[config.mk]
export PLATFORM = sky130hd
export DESIGN_NAME = pong_game_ctrl
export DESIGN_NICKNAME = d
export VERILOG_FILES = /design/src/rtl/pong_game_ctrl.sv
export SDC_FILE = /design/constraint.sdc
export NUM_CORES = 1
export LEC_CHECK = 0
export CAP_MARGIN = 5
export CORE_MARGIN = 5
export CORE_UTILIZATION = 46
export CTS_CLUSTER_SIZE = 16
export DETAILED_ROUTE_END_ITERATION = 7
export PLACE_DENSITY_LB_ADDON = 0.05
export SLEW_MARGIN = 20
export SYNTH_ARGS = -nofsm -noshare
export SYNTH_HDL_FRONTEND = slang
export SYNTH_SLANG_ARGS = --single-unit
[constraint.sdc]
create_clock -name clk_clk -period 3.75 [get_ports clk_clk]
set_input_delay 0.9375 -clock clk_clk [delete_from_list [all_inputs] [get_ports clk_clk]]
set_output_delay 0.9375 -clock clk_clk [all_outputs]
set_load 0.01 [all_outputs]
[src/rtl/pong_game_ctrl.sv]
// pong_game_ctrl: frame-stepped Pong ball, paddle-bounce, scoring and game-state sequencer
module pong_game_ctrl #(
    parameter int SCREEN_W    = 640,
    parameter int SCREEN_H    = 480,
    parameter int PAD_X1      = 16,
    parameter int PAD_X2      = 616,
    parameter int PAD_W       = 8,
    parameter int PAD_H       = 64,
    parameter int BALL_SZ     = 8,
    parameter int SPEED       = 4,
    parameter int WIN_SCORE   = 9,
    parameter int SERVE_DELAY = 60
) (
    input  logic       clk_clk,
    input  logic       reset_reset,
    input  logic       start_export,
    input  logic       frame_tick,
    input  logic [9:0] p1y_export,
    input  logic [9:0] p2y_export,
    output logic [9:0] bx_export,
    output logic [9:0] by_export,
    output logic [3:0] score_p1,
    output logic [3:0] score_p2,
    output logic [2:0] state_o,
    output logic       hit_pulse,
    output logic       point_pulse
);
    typedef enum logic [2:0] {IDLE, SERVE, PLAY, STEP, POINT, OVER} state_t;
    localparam logic [9:0]  CX         = 10'(SCREEN_W / 2 - BALL_SZ / 2);
    localparam logic [9:0]  CY         = 10'(SCREEN_H / 2 - BALL_SZ / 2);
    localparam logic [10:0] FL         = 11'(PAD_X1 + PAD_W);
    localparam logic [10:0] FR         = 11'(PAD_X2 - BALL_SZ);
    localparam logic [10:0] XMAX       = 11'(SCREEN_W - BALL_SZ);
    localparam logic [10:0] YMAX       = 11'(SCREEN_H - BALL_SZ);
    localparam logic [10:0] SPD        = 11'(SPEED);
    localparam logic [10:0] BSZ        = 11'(BALL_SZ);
    localparam logic [10:0] PH         = 11'(PAD_H);
    localparam logic [7:0]  SERVE_LAST = 8'(SERVE_DELAY - 1);
    localparam logic [3:0]  WIN        = 4'(WIN_SCORE);
    state_t      state, state_n;
    logic [9:0]  bx, by, bx_n, by_n, bx_step, by_step;
    logic [3:0]  s1_n, s2_n, s_cur, s_new;
    logic [7:0]  cnt, cnt_n;
    logic        dx, dy, dx_n, dy_n, p1_scored, p1_scored_n, hit_n, start_q;
    logic [10:0] bx_w, by_w, p1_w, p2_w;
    logic        y_top, y_bot, dy_step, ov1, ov2, hit_l, hit_r, miss_l, miss_r, start_rise;
    assign bx_w       = {1'b0, bx};
    assign by_w       = {1'b0, by};
    assign p1_w       = {1'b0, p1y_export};
    assign p2_w       = {1'b0, p2y_export};
    assign start_rise = start_export & ~start_q;
    assign y_top      = ~dy & (by_w <= SPD);
    assign y_bot      = dy & (by_w + SPD >= YMAX);
    assign by_step    = 10'(y_top ? 11'd0 : y_bot ? YMAX : dy ? by_w + SPD : by_w - SPD);
    assign dy_step    = y_top | (dy & ~y_bot);
    // paddle overlap uses the pre-move ball Y
    assign ov1        = (by_w + BSZ > p1_w) && (by_w < p1_w + PH);
    assign ov2        = (by_w + BSZ > p2_w) && (by_w < p2_w + PH);
    assign hit_l      = ~dx && (bx_w >= FL) && (bx_w < FL + SPD) && ov1;
    assign hit_r      = dx && (bx_w <= FR) && (bx_w + SPD > FR) && ov2;
    assign miss_l     = ~dx && (bx_w < SPD);
    assign miss_r     = dx && (bx_w + SPD > XMAX);
    assign bx_step    = 10'(hit_l ? FL : hit_r ? FR : miss_l ? 11'd0 : miss_r ? XMAX :
                            dx ? bx_w + SPD : bx_w - SPD);
    assign s_cur      = p1_scored ? score_p1 : score_p2;
    assign s_new      = (&s_cur) ? s_cur : s_cur + 4'd1;
    always_comb begin
        state_n     = state;
        bx_n        = bx;
        by_n        = by;
        dx_n        = dx;
        dy_n        = dy;
        s1_n        = score_p1;
        s2_n        = score_p2;
        cnt_n       = cnt;
        hit_n       = 1'b0;
        p1_scored_n = p1_scored;
        case (state)
            IDLE, OVER: if (start_rise) begin
                s1_n    = '0;
                s2_n    = '0;
                bx_n    = CX;
                by_n    = CY;
                cnt_n   = '0;
                dx_n    = 1'b1;
                dy_n    = 1'b1;
                state_n = SERVE;
            end
            SERVE: if (frame_tick) begin
                cnt_n   = (cnt == SERVE_LAST) ? 8'd0 : cnt + 8'd1;
                state_n = (cnt == SERVE_LAST) ? PLAY : SERVE;
            end
            PLAY: if (frame_tick) state_n = STEP;
            STEP: begin
                bx_n        = bx_step;
                by_n        = by_step;
                dy_n        = dy_step;
                dx_n        = hit_l ? 1'b1 : hit_r ? 1'b0 : dx;
                hit_n       = hit_l | hit_r;
                p1_scored_n = miss_r;
                state_n     = (miss_l | miss_r) ? POINT : PLAY;
            end
            POINT: begin
                s1_n    = p1_scored ? s_new : score_p1;
                s2_n    = p1_scored ? score_p2 : s_new;
                state_n = (s_new == WIN) ? OVER : SERVE;
                if (s_new != WIN) begin
                    bx_n  = CX;
                    by_n  = CY;
                    cnt_n = '0;
                    dx_n  = p1_scored;
                    dy_n  = ~dy;
                end
            end
            default: state_n = IDLE;
        endcase
    end
    always_ff @(posedge clk_clk) begin
        if (reset_reset) begin
            state       <= IDLE;
            bx          <= CX;
            by          <= CY;
            dx          <= 1'b1;
            dy          <= 1'b1;
            score_p1    <= '0;
            score_p2    <= '0;
            cnt         <= '0;
            hit_pulse   <= 1'b0;
            point_pulse <= 1'b0;
            start_q     <= 1'b0;
            p1_scored   <= 1'b0;
        end else begin
            state       <= state_n;
            bx          <= bx_n;
            by          <= by_n;
            dx          <= dx_n;
            dy          <= dy_n;
            score_p1    <= s1_n;
            score_p2    <= s2_n;
            cnt         <= cnt_n;
            hit_pulse   <= hit_n;
            point_pulse <= (state == POINT);
            start_q     <= start_export;
            p1_scored   <= p1_scored_n;
        end
    end
    assign bx_export = bx;
    assign by_export = by;
    assign state_o   = state;
endmodule

==> reports/qor.yml, run 1 <==
synth-edff-count: 0
powerDensity_nw_per_um2: 207
p_leak_nw: 1.80
ant_nets: 0
cp_top_family: "compound AO/OA/AOI/OAI gates"
avgViaCountPerCell: 5.65
core_sq_um: 8220
ir_drop_mv: 0.142
fillCellCount: 792
tightest_slew_ps: 595
grt_pass1_wl_um: 16400
required_ps: 3960
highest_layer: "met4"
max-slew-margin-rel: 0.602
path_cells: "clkdlybuf4s50_1, ha_1, xnor2_1, ha_1, o21a_1, o21a_1, o21ai_0, a31oi_1, a2111oi_2, nor2_1, a31o_2"
synth.most_common_cell: "nor2_1"
synth_cells: 486
status: "finished, final reports clean"
cts_resized: 0
place.port_buffers: 52
ys_top_cells_by_count: "nor2_1, ha_1, dfxtp_1, inv_1, nand2_1"
hold_viol: 0
synth_top_area_share: 0.212
clk_pin_slew_worst_paths_ps: 90
seq_area_frac_synth: 0.212
grt_pass1_vias: 3484
row_count: 33
worst_slack_ps: 567
routed_wirelength_um: 9630
grt_antenna_before_repair: 0
synth-main-ff-cell: "dfxtp_1"
dieArea_sq_um: 10400
area_delta_synth_final_pct: 15.8
crit_type: "primary input to flip-flop"
avgSynthCellArea_sq_um: 7.98
overflow: 0
place_hpwl_um: 7420
yosysTopAreaCell: "dfxtp_1"
pin_count: 57
tns_ps: 0
gp_congestion: 0.884
cts_buffers: 5
dr.pass1.iters: 4
worstPathArrival_ps: 3390
crit_path_max_fanout: 4
netlist_area_sq_um: 3880
clock-root-buffer: "clkbuf_8"
period_share: 0.849
track_usage: 0.191
postCtsSetupRepairBufs: 0
maxCapViolCount: 0
hold_class: "flip-flop to flip-flop"
yosys_register_bits: 41
pre_cts_ws_ps: 249
drcViolationCount: 0
fin_crit_ps: 3180
num_antenna_cells: 0
wl_met1_um: 4580
ys_async_sr_fraction: 0
timing.fmax_mhz: 314
ys_types: 75
grt_max_degree: 24
wl_per_cell_um: 15.3
startpoint_type: "primary input"
h-tree-depth: 2
drt_iter0_markers: 150
cts.sinks: 41
clock_latency_ps: 310
drive_gt1_frac: 0.0589
crit_path_end_kind: "flip-flop"
dr_wl_met3_um: 421
synth_area_leaders: "dfxtp_1, ha_1, nor2_1"
cts_buffer_depth: 2
initial_core_util: 0.472
finish.net_count: 595
die_width_um: 102
worst_clock_skew_ps: 10.8
ys_warn_count: 0
setup_viol: 0
rsz0062_at_grt: "false"
wl_met2_um: 4470
hold_buffers: 0
max_stage_delay_ps: 480
cts_tree: "done"
routed-via-count: 3568
drv_slew: 0
worst_path_max_delay_cell: "clkdlybuf4s50_1"
die_y_um: 102
cp_num_buf_inv: 1
## per-layer routing
layer / GRT usage / up-vias
met4: 0.0585 / 0
met3: 0.0232 / 11
met5: 0 / -
met1: 0.252 / 1665
met2: 0.327 / 79
li1: - / 1813
## tightest hold or removal path, cell delays in order, from the launching register on
cell and delay (ps):
dfxtp_1 350, a32oi_1 60, nor2_1 70
## power breakdown
part           internal, mW  switching [mW]
clock                 0.134           0.174
combinational        0.0831          0.0890
sequential            0.440         0.00933
total                 0.658           0.272
## cell type report
type / count / area (sq um) / area share
flip-flops and latches: 41 / 821 / 0.183
clock buffers: 5 / 68.8 / 0.0153
well taps: 105 / 131 / 0.0293
inverters: 35 / 131 / 0.0293
clock inverters: 3 / 25.0 / 0.00557
multi-input cells: 385 / 2760 / 0.614
repair buffers: 57 / 558 / 0.124
## placed cells by master (no fill, tap or decap), types with 4 or more instances in the layout
cell type        count
a211o_1              4
a211oi_1             4
a21o_1               9
a21oi_1             26
a221oi_1             4
a22oi_1              4
a31o_2               4
and3_1               7
buf_4                5
clkbuf_8             5
clkdlybuf4s50_1     52
conb_1               4
dfxtp_1             41
ha_1                46
inv_1               35
mux2i_1             13
nand2_1             29
nand2b_1             9
nand3_1             19
nand4_1              9
nor2_1              52
nor2b_1              7
nor3_1               8
nor4_1               4
o21a_1               5
o21ai_0             24
xnor2_1             14
xor2_1              12
## final timing paths
check / start / endpoint / slack [ps] / depth (start not counted)
worst max-delay path: p1y_export[6] / bx_export[9]$_SDFFE_PP0P_ / 570 / 11
worst min-delay path: cnt[1]$_SDFFE_PP0P_ / cnt[1]$_SDFFE_PP0P_ / 520 / 2
worst max register to register: p1_scored$_SDFFE_PP0N_ / bx_export[9]$_SDFFE_PP0P_ / 610 / 9
worst min register to register: cnt[1]$_SDFFE_PP0P_ / cnt[1]$_SDFFE_PP0P_ / 520 / 2
## through the flow
step	hold WS, ps	area, sq um	util	cells	power (mW)
floorplan	470	3890	-	489	0.575
global placement	495	4400	0.535	623	0.628
detailed placement	508	4400	0.535	623	0.632
CTS	529	4490	0.547	631	0.938
global route	548	4490	0.547	631	0.978
finish	519	4490	0.547	631	0.930
## flip-flops by register name, indices dropped and copies added (netlist names)
signal and count:
start_q 1, by_export 8, score_p1 4, bx_export 8
dy 1, cnt 8, p1_scored 1, hit_pulse 1
state_o 3, point_pulse 1, score_p2 4, dx 1
## cell families (layout without fill, tap and decap cells)
| family | Yosys count | count (layout) | synth area share |
|---|---|---|---|
| buffers and inverters | 63 | 100 | 0.0807 |
| AO/OA/AOI/OAI | 119 | 119 | 0.223 |
| AND/OR/NAND/NOR | 174 | 174 | 0.235 |
| XOR/XNOR | 26 | 26 | 0.0587 |
| multiplexers | 15 | 15 | 0.0394 |
| other | 1 | 4 | 0.000967 |
| adder cells (fa/ha/maj) | 47 | 47 | 0.151 |
| flip-flops | 41 | 41 | 0.212 |
Note: power is estimated with default switching activity, not from simulation.
==> run 2, diff against run 1 <==
- clock period: 3.75 -> 2.92 ns (I/O delays scaled with it)
==> run 2 against run 1 <==
Worst setup slack worse by 460 ps. Global-route usage down 0.078 points. Clock skew down 6.4 ps. Highest routed layer unchanged.
==> reports/qor.yml, run 2 (synthesized netlist as in run 1, its figures left out) <==
core_sq_um: 8220  # unchanged
critPathMostFrequentCell: "a21oi_1"
clock_latency_ps: 300  # about the same
startpoint_type: "primary input"
timing.fmax_mhz: 355
avgViaCountPerCell: 5.52  # -2.4%
row_count: 33  # unchanged
max_stage_delay_ps: 520  # +40 ps
fin_crit_ps: 2820
worstPathArrival_ps: 3050  # -340 ps
worst_path_max_delay_cell: "or4_1"
switching_share: 0.291  # -0.00156
drv_slew: 0  # unchanged
status: "finished, final reports clean"
crit_type: "primary input to flip-flop"
dr.pass1.iters: 6  # +2
drive_gt1_frac: 0.142  # +0.0832
grt_antenna_before_repair: 0  # unchanged
crit_path_max_fanout: 4  # unchanged
p_leak_nw: 2.04  # +13%
fillCellCount: 778  # -1.8%
hold_class: "flip-flop to flip-flop"
maxCapViolCount: 0  # unchanged
finish.net_count: 625  # +5.0%
rsz0062_at_grt: "true"
final_cell_mix: "nor2_1, clkdlybuf4s50_1, ha_1"
routed-via-count: 3648  # +2.2%
path_cells: "clkdlybuf4s50_1, inv_1, ha_1, a211o_1, a21oi_1, a21oi_1, o22ai_1, a211oi_2, or4_1, a21oi_1"
overflow: 0  # unchanged
rr_worst_depth: 10  # +1
wl_per_cell_um: 15.2  # -0.51%
h-tree-depth: 2  # unchanged
hold-worst-slack_ps: 527  # +7.97 ps
hold_path_depth: 2  # unchanged
initial_core_util: 0.472  # unchanged
setup_viol: 0  # unchanged
place.port_buffers: 52  # unchanged
clkPwrFrac: 0.319  # -0.012
combPwrFrac: 0.213  # +0.028
pin_count: 57  # unchanged
crit_path_end_kind: "flip-flop"
tightest_slew_ps: 594  # -1.92 ps
grt_pass1_wl_um: 16200  # -0.97%
ir_drop_mv: 0.264  # +85%
die_y_um: 102  # unchanged
p_seq_frac: 0.468  # -0.016
num_antenna_cells: 0  # unchanged
place_hpwl_um: 7670  # +3.5%
grt_pass1_vias: 3436  # -1.4%
powerDensity_nw_per_um2: 253  # +22%
ant_nets: 0  # unchanged
required_ps: 3150  # -810 ps
cts_buffers: 5  # unchanged
grt_max_degree: 19  # -21%
cts_buffer_depth: 2  # unchanged
p_int_mw: 0.869  # +32%
drcViolationCount: 0  # unchanged
clock-root-buffer: "clkbuf_8"
clk_pin_slew_worst_paths_ps: 90  # about the same
tns_ps: 0  # unchanged
period_share: 0.964
dieArea_sq_um: 10400  # unchanged
hold_viol: 0  # unchanged
cts.sinks: 41  # unchanged
track_usage: 0.190  # -0.000777
gp_congestion: 0.872  # -1.4%
area_delta_synth_final_pct: 24.8
die_width_um: 102  # unchanged
final_common_cell: "nor2_1"
drt_iter0_markers: 173  # +15%
cts_tree: "done"
p_sw_mw: 0.357  # +31%
routed_wirelength_um: 10000  # +4.2%
max-slew-margin-rel: 0.604  # +0.00128
worst_clock_skew_ps: 4.49  # -6.35 ps
## run 2: cell types whose count changed in the layout (fill, tap and decap cells not counted), sizes merged
| cell | delta |
|---|---|
| clkinv | -1 |
| inv | +1 |
| clkdlybuf4s50 | -6 |
| buf | +30 |
| dlymetal6s2s | +6 |
## run 2: final cells by class
| cell class | instances | area, sq um | share of cell area |
|---|---|---|---|
| Multi-Input combinational cell | 385 | 2860 | 0.592 |
| Sequential cell | 41 | 821 | 0.170 |
| Timing Repair Buffer | 87 | 798 | 0.165 |
| Inverter | 35 | 131 | 0.0271 |
| Tap cell | 105 | 131 | 0.0271 |
| Clock buffer | 5 | 68.8 | 0.0142 |
| Clock inverter | 3 | 25.0 | 0.00517 |
## run 2: worst max-delay path, delay by kind of cell
family                   cells  cell delay, ps
AND/OR/NAND/NOR              1             520
adder cells (fa/ha/maj)      1             310
buffers and inverters        2             520
AO/OA/AOI/OAI                6             970
## run 2: path summary, 6_finish.rpt
path,start,to,slack (ps)
max,p2y_export[4],bx_export[4]$_SDFFE_PP1P_,100
min,cnt[1]$_SDFFE_PP0P_,cnt[1]$_SDFFE_PP0P_,530
min reg2reg,cnt[1]$_SDFFE_PP0P_,cnt[1]$_SDFFE_PP0P_,530
max reg2reg,p1_scored$_SDFFE_PP0N_,by_export[5]$_SDFFE_PP1P_,140
## run 2: power by group through the flow
stage	registers, mW	clock network, mW	logic, mW
detailed placement	0.587	0	0.245
floorplan	0.588	0	0.150
CTS	0.573	0.410	0.248
global route	0.575	0.427	0.291
global placement	0.586	0	0.242
finish	0.574	0.391	0.261
## run 2: per-layer routing
layer	part of all wire	wire, um	vias to the layer above	GRT usage
li1	-	-	1872	-
met1	0.47	4670	1693	0.249
met2	0.49	4880	74	0.332
met3	0.038	379	9	0.0246
met4	0.011	111	0	0.0484
met5	0	0	-	0
## run 2: timing repair
item	4_1_cts	5_1_grt
pin swaps	0	11
gates resized for setup	2	25
hold endpoints to repair	0	0
hold buffers	0	0
endpoints found under the setup margin	4	9
setup buffers	0	0
## run 2: through the flow
stage                     instance area [sq um]   util  total power [mW]  setup WS, ps  std cells
final                                      4840  0.589              1.23           105        661
after global routing                       4840  0.589              1.29         -6.40        661
after CTS                                  4730  0.576              1.23          12.3        661
after detailed placement                   4620  0.563             0.831          -350        653
after global placement                     4620  0.563             0.828          -254        653
after floorplan                            3890      -             0.738           117        489
